<file path="src/rtl/sysx_slave_v1.sv">
// sysX v1 bus slave: synchronises the asynchronous bus, tracks Load/B0..B3/Store
// frames, deserialises MOSI into an RX holding register and serialises a TX word on MISO.
module sysx_slave_v1 #(
  parameter logic [1:0]  SLAVE_ID      = 2'h0,
  parameter int          SYNC_STAGES   = 2,
  parameter logic [31:0] UNDERRUN_FILL = 32'hFFFFFFFF
) (
  input  logic        iClock,
  input  logic        iReset,
  input  logic        iBusClock,
  input  logic [1:0]  iBusSelect,
  input  logic [7:0]  iBusMOSI,
  output logic [7:0]  oBusMISO,
  output logic        oBusMISOEnable,
  output logic        oBusInterrupt,
  input  logic [31:0] iTxData,
  input  logic        iTxValid,
  output logic        oTxReady,
  output logic [31:0] oRxData,
  output logic        oRxValid,
  input  logic        iRxReady,
  input  logic        iIntRequest,
  input  logic        iClearFlags,
  output logic        oOverrun,
  output logic        oUnderrun
);

  localparam logic [2:0] ST_IDLE  = 3'd0;
  localparam logic [2:0] ST_LOAD  = 3'd1;
  localparam logic [2:0] ST_B0    = 3'd2;
  localparam logic [2:0] ST_B1    = 3'd3;
  localparam logic [2:0] ST_B2    = 3'd4;
  localparam logic [2:0] ST_B3    = 3'd5;
  localparam logic [2:0] ST_STORE = 3'd6;

  logic [SYNC_STAGES-1:0] clkSync;
  logic [1:0]             selSync  [SYNC_STAGES];
  logic [7:0]             mosiSync [SYNC_STAGES];
  logic                   clkPrev;
  logic                   selPrev;

  logic        busClk;
  logic [1:0]  busSel;
  logic [7:0]  busMosi;
  logic        busRise;
  logic        busFall;
  logic        selected;
  logic        selRise;

  logic [2:0]  state;
  logic [2:0]  stateNext;
  logic        loadEntry;
  logic        storeEntry;
  logic        txFull;
  logic [31:0] txHold;
  logic        txAccept;
  logic [31:0] shiftWord;
  logic [31:0] asmWord;
  logic        overrunSet;
  logic        underrunSet;
  logic [7:0]  misoNext;

  always_ff @(posedge iClock or posedge iReset) begin
    if (iReset) begin
      // NOTE: synchroniser arrays are reset to the bus idle levels (clock high,
      // select 3) so leaving reset never fabricates a bus edge or a select.
      clkSync <= '1;
      clkPrev <= 1'b1;
      selPrev <= 1'b0;
      for (int i = 0; i < SYNC_STAGES; i++) begin
        selSync[i]  <= 2'h3;
        mosiSync[i] <= 8'h00;
      end
    end else begin
      clkSync[0]  <= iBusClock;
      selSync[0]  <= iBusSelect;
      mosiSync[0] <= iBusMOSI;
      for (int i = 1; i < SYNC_STAGES; i++) begin
        clkSync[i]  <= clkSync[i-1];
        selSync[i]  <= selSync[i-1];
        mosiSync[i] <= mosiSync[i-1];
      end
      clkPrev <= busClk;
      selPrev <= selected;
    end
  end

  assign busClk   = clkSync[SYNC_STAGES-1];
  assign busSel   = selSync[SYNC_STAGES-1];
  assign busMosi  = mosiSync[SYNC_STAGES-1];
  assign busRise  = busClk & ~clkPrev;
  assign busFall  = ~busClk & clkPrev;
  assign selected = (SLAVE_ID != 2'h3) && (busSel == SLAVE_ID);
  assign selRise  = selected & ~selPrev;

  // NOTE: every combinational output gets a default first so no latch is inferred.
  always_comb begin
    stateNext = state;
    if (!selected) begin
      stateNext = ST_IDLE;
    end else begin
      case (state)
        ST_IDLE:  if (selRise) stateNext = ST_LOAD;
        ST_LOAD:  if (busRise) stateNext = ST_B0;
        ST_B0:    if (busRise) stateNext = ST_B1;
        ST_B1:    if (busRise) stateNext = ST_B2;
        ST_B2:    if (busRise) stateNext = ST_B3;
        ST_B3:    if (busRise) stateNext = ST_STORE;
        ST_STORE: if (busRise) stateNext = ST_LOAD;
        default:  stateNext = ST_IDLE;
      endcase
    end
  end

  assign loadEntry   = (stateNext == ST_LOAD) && (state != ST_LOAD);
  assign storeEntry  = selected && busRise && (state == ST_B3);
  assign txAccept    = iTxValid && !txFull;
  assign oTxReady    = !txFull;
  assign overrunSet  = storeEntry && oRxValid && !iRxReady;
  assign underrunSet = loadEntry && !txFull;

  always_comb begin
    misoNext = 8'h00;
    case (stateNext)
      ST_B0:   misoNext = shiftWord[7:0];
      ST_B1:   misoNext = shiftWord[15:8];
      ST_B2:   misoNext = shiftWord[23:16];
      ST_B3:   misoNext = shiftWord[31:24];
      default: misoNext = 8'h00;
    endcase
  end

  // NOTE: sequential state uses non-blocking assignments only, so every flop
  // samples the pre-edge values regardless of statement order.
  always_ff @(posedge iClock or posedge iReset) begin
    if (iReset) begin
      state          <= ST_IDLE;
      txFull         <= 1'b0;
      txHold         <= '0;
      shiftWord      <= '0;
      asmWord        <= '0;
      oRxData        <= '0;
      oRxValid       <= 1'b0;
      oOverrun       <= 1'b0;
      oUnderrun      <= 1'b0;
      oBusInterrupt  <= 1'b0;
      oBusMISO       <= 8'h00;
      oBusMISOEnable <= 1'b0;
    end else begin
      state          <= stateNext;
      oBusMISO       <= misoNext;
      oBusMISOEnable <= (stateNext != ST_IDLE);

      // A full holding register cannot accept a write, so the two never collide.
      if (loadEntry && txFull) begin
        shiftWord <= txHold;
        txFull    <= 1'b0;
      end else begin
        if (loadEntry) shiftWord <= UNDERRUN_FILL;
        if (txAccept) begin
          txHold <= iTxData;
          txFull <= 1'b1;
        end
      end

      if (busFall) begin
        case (state)
          ST_B0:   asmWord[7:0]   <= busMosi;
          ST_B1:   asmWord[15:8]  <= busMosi;
          ST_B2:   asmWord[23:16] <= busMosi;
          ST_B3:   asmWord[31:24] <= busMosi;
          default: ;
        endcase
      end

      if (storeEntry && !overrunSet) begin
        oRxData  <= asmWord;
        oRxValid <= 1'b1;
      end else if (oRxValid && iRxReady) begin
        oRxValid <= 1'b0;
      end

      if (iIntRequest)     oBusInterrupt <= 1'b1;
      else if (storeEntry) oBusInterrupt <= 1'b0;

      if (overrunSet)       oOverrun <= 1'b1;
      else if (iClearFlags) oOverrun <= 1'b0;

      if (underrunSet)      oUnderrun <= 1'b1;
      else if (iClearFlags) oUnderrun <= 1'b0;
    end
  end

endmodule
</file>
<file path="config.mk">
export PLATFORM = sky130hd
export DESIGN_NAME = sysx_slave_v1
export DESIGN_NICKNAME = d
export VERILOG_FILES = /design/src/rtl/sysx_slave_v1.sv
export SDC_FILE = /design/constraint.sdc
export NUM_CORES = 1
export LEC_CHECK = 0
export CAP_MARGIN = 20
export CORE_MARGIN = 2
export CORE_UTILIZATION = 49
export DETAILED_ROUTE_END_ITERATION = 10
export HOLD_SLACK_MARGIN = 0.15
export PLACE_DENSITY_LB_ADDON = 0.12
export SYNTH_ARGS = -nofsm -noshare
export SYNTH_HDL_FRONTEND = slang
export SYNTH_SLANG_ARGS = --single-unit
export TNS_END_PERCENT = 1
</file>
<file path="constraint.sdc">
create_clock -name iClock -period 6.3 [get_ports iClock]
set_input_delay 1.575 -clock iClock [delete_from_list [all_inputs] [get_ports iClock]]
set_output_delay 1.575 -clock iClock [all_outputs]
set_load 0.05 [all_outputs]
</file>
Yosys cells after proc, flatten, opt, wreduce, memory -nomap -nowiden
Index checks and enable logic that the tools add are counted.

cells by class
  add/subtract/negate cells = 0
  $mul = 0
  divide/modulo/power cells = 0
  magnitude comparators = 0
  equal/unequal tests = 12
  shift-type cells = 0
  muxes and demuxes = 21
  bitwise gates (word level) = 7
  reduce and logical (&&, ||, !) cells = 27

operators with widths
  operator                                             number
  two-way mux 32 bit                                   2
  one-hot mux 8 bit (4 select lines)                   1
  two-way mux 3 bit                                    8
  one-hot mux 3 bit (7 select lines)                   1
  equality test 3 bit, second input constant           5
  equality test 3 x 2 -> 1 bit, second input constant  4
  nonzero test 2 bit                                   6
  logical AND 1 bit                                    10
  AND reduction 2 bit                                  5
  two-way mux 1 bit                                    9
  equality test 3 x 1 -> 1 bit, second input constant  2
  inverter 1 bit                                       4
  AND 1 bit                                            3
  logical NOT 1 bit                                    3
  logical NOT 3 bit                                    1
  != test 3 x 1 -> 1 bit, second input constant        1
  nonzero test 3 bit                                   1
  logical NOT 2 bit                                    1

word-level totals
  bits in registers = 169
  bits in latches = 0
  RAM bits = 0
  ROM bits = 0
  output and inout bits = 46
  memories = 0

Longest topological paths before layout
  depth after elaboration = 10
  mapped depth = 8

Worst setup path before layout
No wires, ideal clock.

  path kind = flip-flop to output port
  from = register txFull
  to = output port oTxReady
  arrival time = 1.149 ns
  required time = 4.725 ns
  slack = 3.576 ns
  stages on the path, launching flop included = 3
  path through = dfrtp_1 -> inv_1 -> clkbuf_1

on the way
  cells in the longest elaborated chain, start to end = 1

ends and longest elaborated chain
  element                 line  text
  from (decl)             54    logic txFull;
  from (signal assigned)  138   txFull <= 1'b0;
  from (signal assigned)  157   txFull <= 1'b0;
  from (signal assigned)  162   txFull <= 1'b1;
  logical NOT 1 bit       118   assign oTxReady = !txFull;
  to (decl)               18    output logic oTxReady,

Every way passes these cells.

Worst setup path after layout
Ends and elaborated chain as after synthesis.

==> flow_metrics.py <==
metrics = {
    "die": {
        "std_cell_rows": 42,
        "dieArea_mm2": 0.0142,
        "core_area_mm2": 0.0131,
        "die_h_um": 119,
        "io_pins": 95,
        "start_util_pct": 49.6,
        "die_width_um": 119,
    },
    "drt": {
        "drt_first_pass_iters": 4,
        "drt-initial-drc-count": 191,
        "vias_per_cell": 5.02,
        "detail-route-antenna-nets": 0,
        "routed-via-count": 3763,
        "drc": 0,
        "wl_um": 11200,
        "drt-wirelength-per-cell_um": 14.9,
    },
    "cts": {
        "cts_buffer_depth": 2,
        "path_clk_slew_ns": 0.06,
        "clock-sinks": 169,
        "cts_buffers": 17,
        "cts_root_buf": "clkbuf_16",
        "cts_resized": 0,
        "htree_num_levels": 4,
        "cts_setup_buffers": 0,
        "clk_latency_ns": 0.42,
        "hold_buffers": 0,
        "tritoncts": "done",
    },
    "setup_path": {
        "path_buf_inv": 2,
        "critPathMaxStageDelay_ns": 0.96,
        "cp.required_ns": 4.72,
        "cp-end-kind": "primary output",
        "crit_chain": "inv_1, clkdlybuf4s50_1",
        "arrival_ns": 2.52,
        "path_delay_family": "buffers and inverters",
        "start_kind": "flop",
        "cp_max_fo": 33,
        "critPathKind": "reg2out",
        "cpMaxStageDelayCell": "clkdlybuf4s50_1",
    },
    "sta": {
        "setup_viol": 0,
        "grt_setup_unrepaired": "no",
        "max_freq_ghz": 0.244,
        "finalCritPeriodShare_pct": 65.0,
        "skew_ns": 0.00702,
        "period_minus_slack_ns": 4.10,
        "slew_viol_final": 0,
        "worst_pin_slew_ns": 0.980,
        "fin_tns_setup_ns": 0,
        "hold_violations": 0,
        "relSlewSlack_pct": 34.6,
    },
    "yosys": {
        "seq_area_frac_synth_pct": 65.3,
        "async_flop_share_pct": 100,
        "syn-cell-area_mm2": 0.00649,
        "syn_avg_cell_area_um2": 13.9,
        "synthFlopType": "dfrtp_1",
        "synth_top_area_share_pct": 62.5,
        "syn_nets": 516,
        "synth_top_area_cell": "dfrtp_1",
        "synth_area_leaders": "dfrtp_1 62%, mux2_2 10%, mux2_1 5.2%",
        "synth_edf_count": 0,
        "synth-seq-cells": 169,
        "synth.distinct_cells": 45,
        "ys_warn_count": 0,
        "netlist_instances": 467,
    },
    "pwr": {
        "seqPwrFrac_pct": 50.7,
        "peakVddDrop_uv": 233,
        "p_sw_mw": 0.693,
        "power.density_mw_per_mm2": 343,
        "p_leak_nw": 3.74,
        "pwr-share-clk_pct": 34.5,
        "intPower_mw": 2.07,
        "swShare_pct": 25.1,
        "power_frac_comb_pct": 14.8,
    },
    "finish": {
        "antenna_cells": 0,
        "drive_above_1_share_pct": 21.1,
        "fin_util_pct": 61.7,
        "fin_cells": 749,
        "fin_area_mm2": 0.00807,
        "fin_nets": 609,
        "area_growth_syn_to_layout_pct": 24.4,
    },
    "grt": {
        "track_usage_pct": 17.5,
        "grt_pass1_vias": 3849,
        "grt_pass1_wl_um": 19000,
        "grt_overflow_total": 0,
        "antenna_found_initial": 0,
        "grt_max_degree": 79,
    },
    "placement": {
        "place.port_buffers": 94,
        "place_inst": 717,
        "gp_congestion": 0.859,
        "hpwl_um": 7650,
        "placed_cell_area_mm2": 0.00752,
    },
    "status": {
        "outcome": "finished clean",
    },
    "worst_hold_path": {
        "hold_class": "reg2reg",
    },
    "run": {
        "drv_cap": 0,
    },
}
worst reg2reg max path, cell delays in order, from the launching register on:
cell     delay (ns)
dfrtp_1        0.53
inv_1          0.19
nor2_2         0.28
nand4_4        0.57
mux2_1         0.56
flip-flops by register name, summed over array words and instances, names as in the netlist:
| register | cells |
|---|---|
| shiftWord | 32 |
| oRxValid | 1 |
| state | 3 |
| oBusInterrupt | 1 |
| selPrev | 1 |
| busSel | 2 |
| clkSync | 2 |
| oRxData | 32 |
| oBusMISO | 8 |
| busMosi | 8 |
| txFull | 1 |
| txHold | 32 |
| mosiSync | 8 |
| oOverrun | 1 |
| selSync | 2 |
| clkPrev | 1 |
| oUnderrun | 1 |
| oBusMISOEnable | 1 |
| asmWord | 32 |
power by group through the flow:
stage | combinational (mW) | clock, mW | sequential [mW]
floorplan | 0.325 | 0 | 1.39
global placement | 0.405 | 0 | 1.42
detailed placement | 0.418 | 0 | 1.42
CTS | 0.420 | 0.980 | 1.40
global route | 0.465 | 1.03 | 1.43
finish | 0.410 | 0.954 | 1.40
cells in the final DEF, fill, tap and decap left out, drive strengths merged, types with 2 or more instances in the layout:
| master | Yosys | final |
|---|---|---|
| a22oi | 7 | 7 |
| and2b | 2 | 2 |
| nor3 | 10 | 10 |
| a31oi | 3 | 3 |
| o22ai | 4 | 4 |
| dfrtp | 162 | 162 |
| mux2 | 96 | 96 |
| mux2i | 2 | 2 |
| inv | 16 | 16 |
| buf | 17 | 3 |
| clkbuf | 6 | 30 |
| o21ai | 29 | 29 |
| a21o | 2 | 2 |
| or3 | 3 | 3 |
| nor2 | 36 | 36 |
| nand2b | 3 | 3 |
| nand2 | 36 | 36 |
| o221ai | 6 | 6 |
| dfstp | 7 | 7 |
| clkdlybuf4s50 | 0 | 94 |
| a21oi | 8 | 8 |
| clkinv | 0 | 2 |
routing by layer:
layer,up-vias,part of all wire (%),global-route usage (%)
met5,-,0,0
li1,1799,-,-
met3,14,4.0,4.98
met2,68,51,28.0
met4,0,1.5,7.59
met1,1882,44,22.2
cells in the mapped netlist, drive strengths merged, types with 3 or more instances:
cell    number
a21oi        8
a22oi        7
a31oi        3
buf         17
clkbuf       6
dfrtp      162
dfstp        7
inv         16
mux2        96
nand2       36
nand2b       3
nor2        36
nor3        10
o21ai       29
o221ai       6
o22ai        4
or3          3
worst paths after layout:
path | start | to | slack [ns] | cells past startpoint
setup / recovery | txFull$_DFFE_PP0P_ | oTxReady | 2.20 | 2
hold / removal | mosiSync[10]$_DFF_PP0_ | busMosi[2]$_DFF_PP0_ | 0.34 | 0
setup reg to reg | state[0]$_DFF_PP0_ | oRxData[29]$_DFFE_PP0P_ | 4.05 | 4
hold reg to reg | mosiSync[10]$_DFF_PP0_ | busMosi[2]$_DFF_PP0_ | 0.34 | 0
max in group asynchronous | iReset | txHold[27]$_DFFE_PP0P_ | 3.63 | 3
min in group asynchronous | iReset | busMosi[2]$_DFF_PP0_ | 1.64 | 2
layout make-up:
cell class / instances / area (um2)
fillers: 1026 / 5010
multi-input cells: 259 / 2030
flip-flops and latches: 169 / 4240
clock inverters: 2 / 10.0
clock buffers: 30 / 544
inverters: 16 / 65.1
well taps: 176 / 220
repair buffers: 97 / 963
metrics by stage:
stage | setup slack [ns] | hold slack, ns | power [mW]
floorplan | 0.161 | 0.331 | 1.71
global placement | 2.62 | 0.335 | 1.82
detailed placement | 2.61 | 0.336 | 1.84
CTS | 2.16 | 0.349 | 2.80
global route | 2.05 | 0.360 | 2.92
finish | 2.20 | 0.345 | 2.77
logic make-up (layout without fill, tap and decap cells):
group                     count (synthesis)  after routing  share of synthesized area [%]
AOI/OAI and AO/OA                        63             63                           6.40
and+or+nand+nor                          97             97                           7.31
xor gates and xnor gates                  1              1                          0.135
muxes                                    98             98                           17.4
buffers and inverters                    39            145                           3.45
DFF                                     169            169                           65.3
Note: power is estimated with default switching activity, not from simulation.
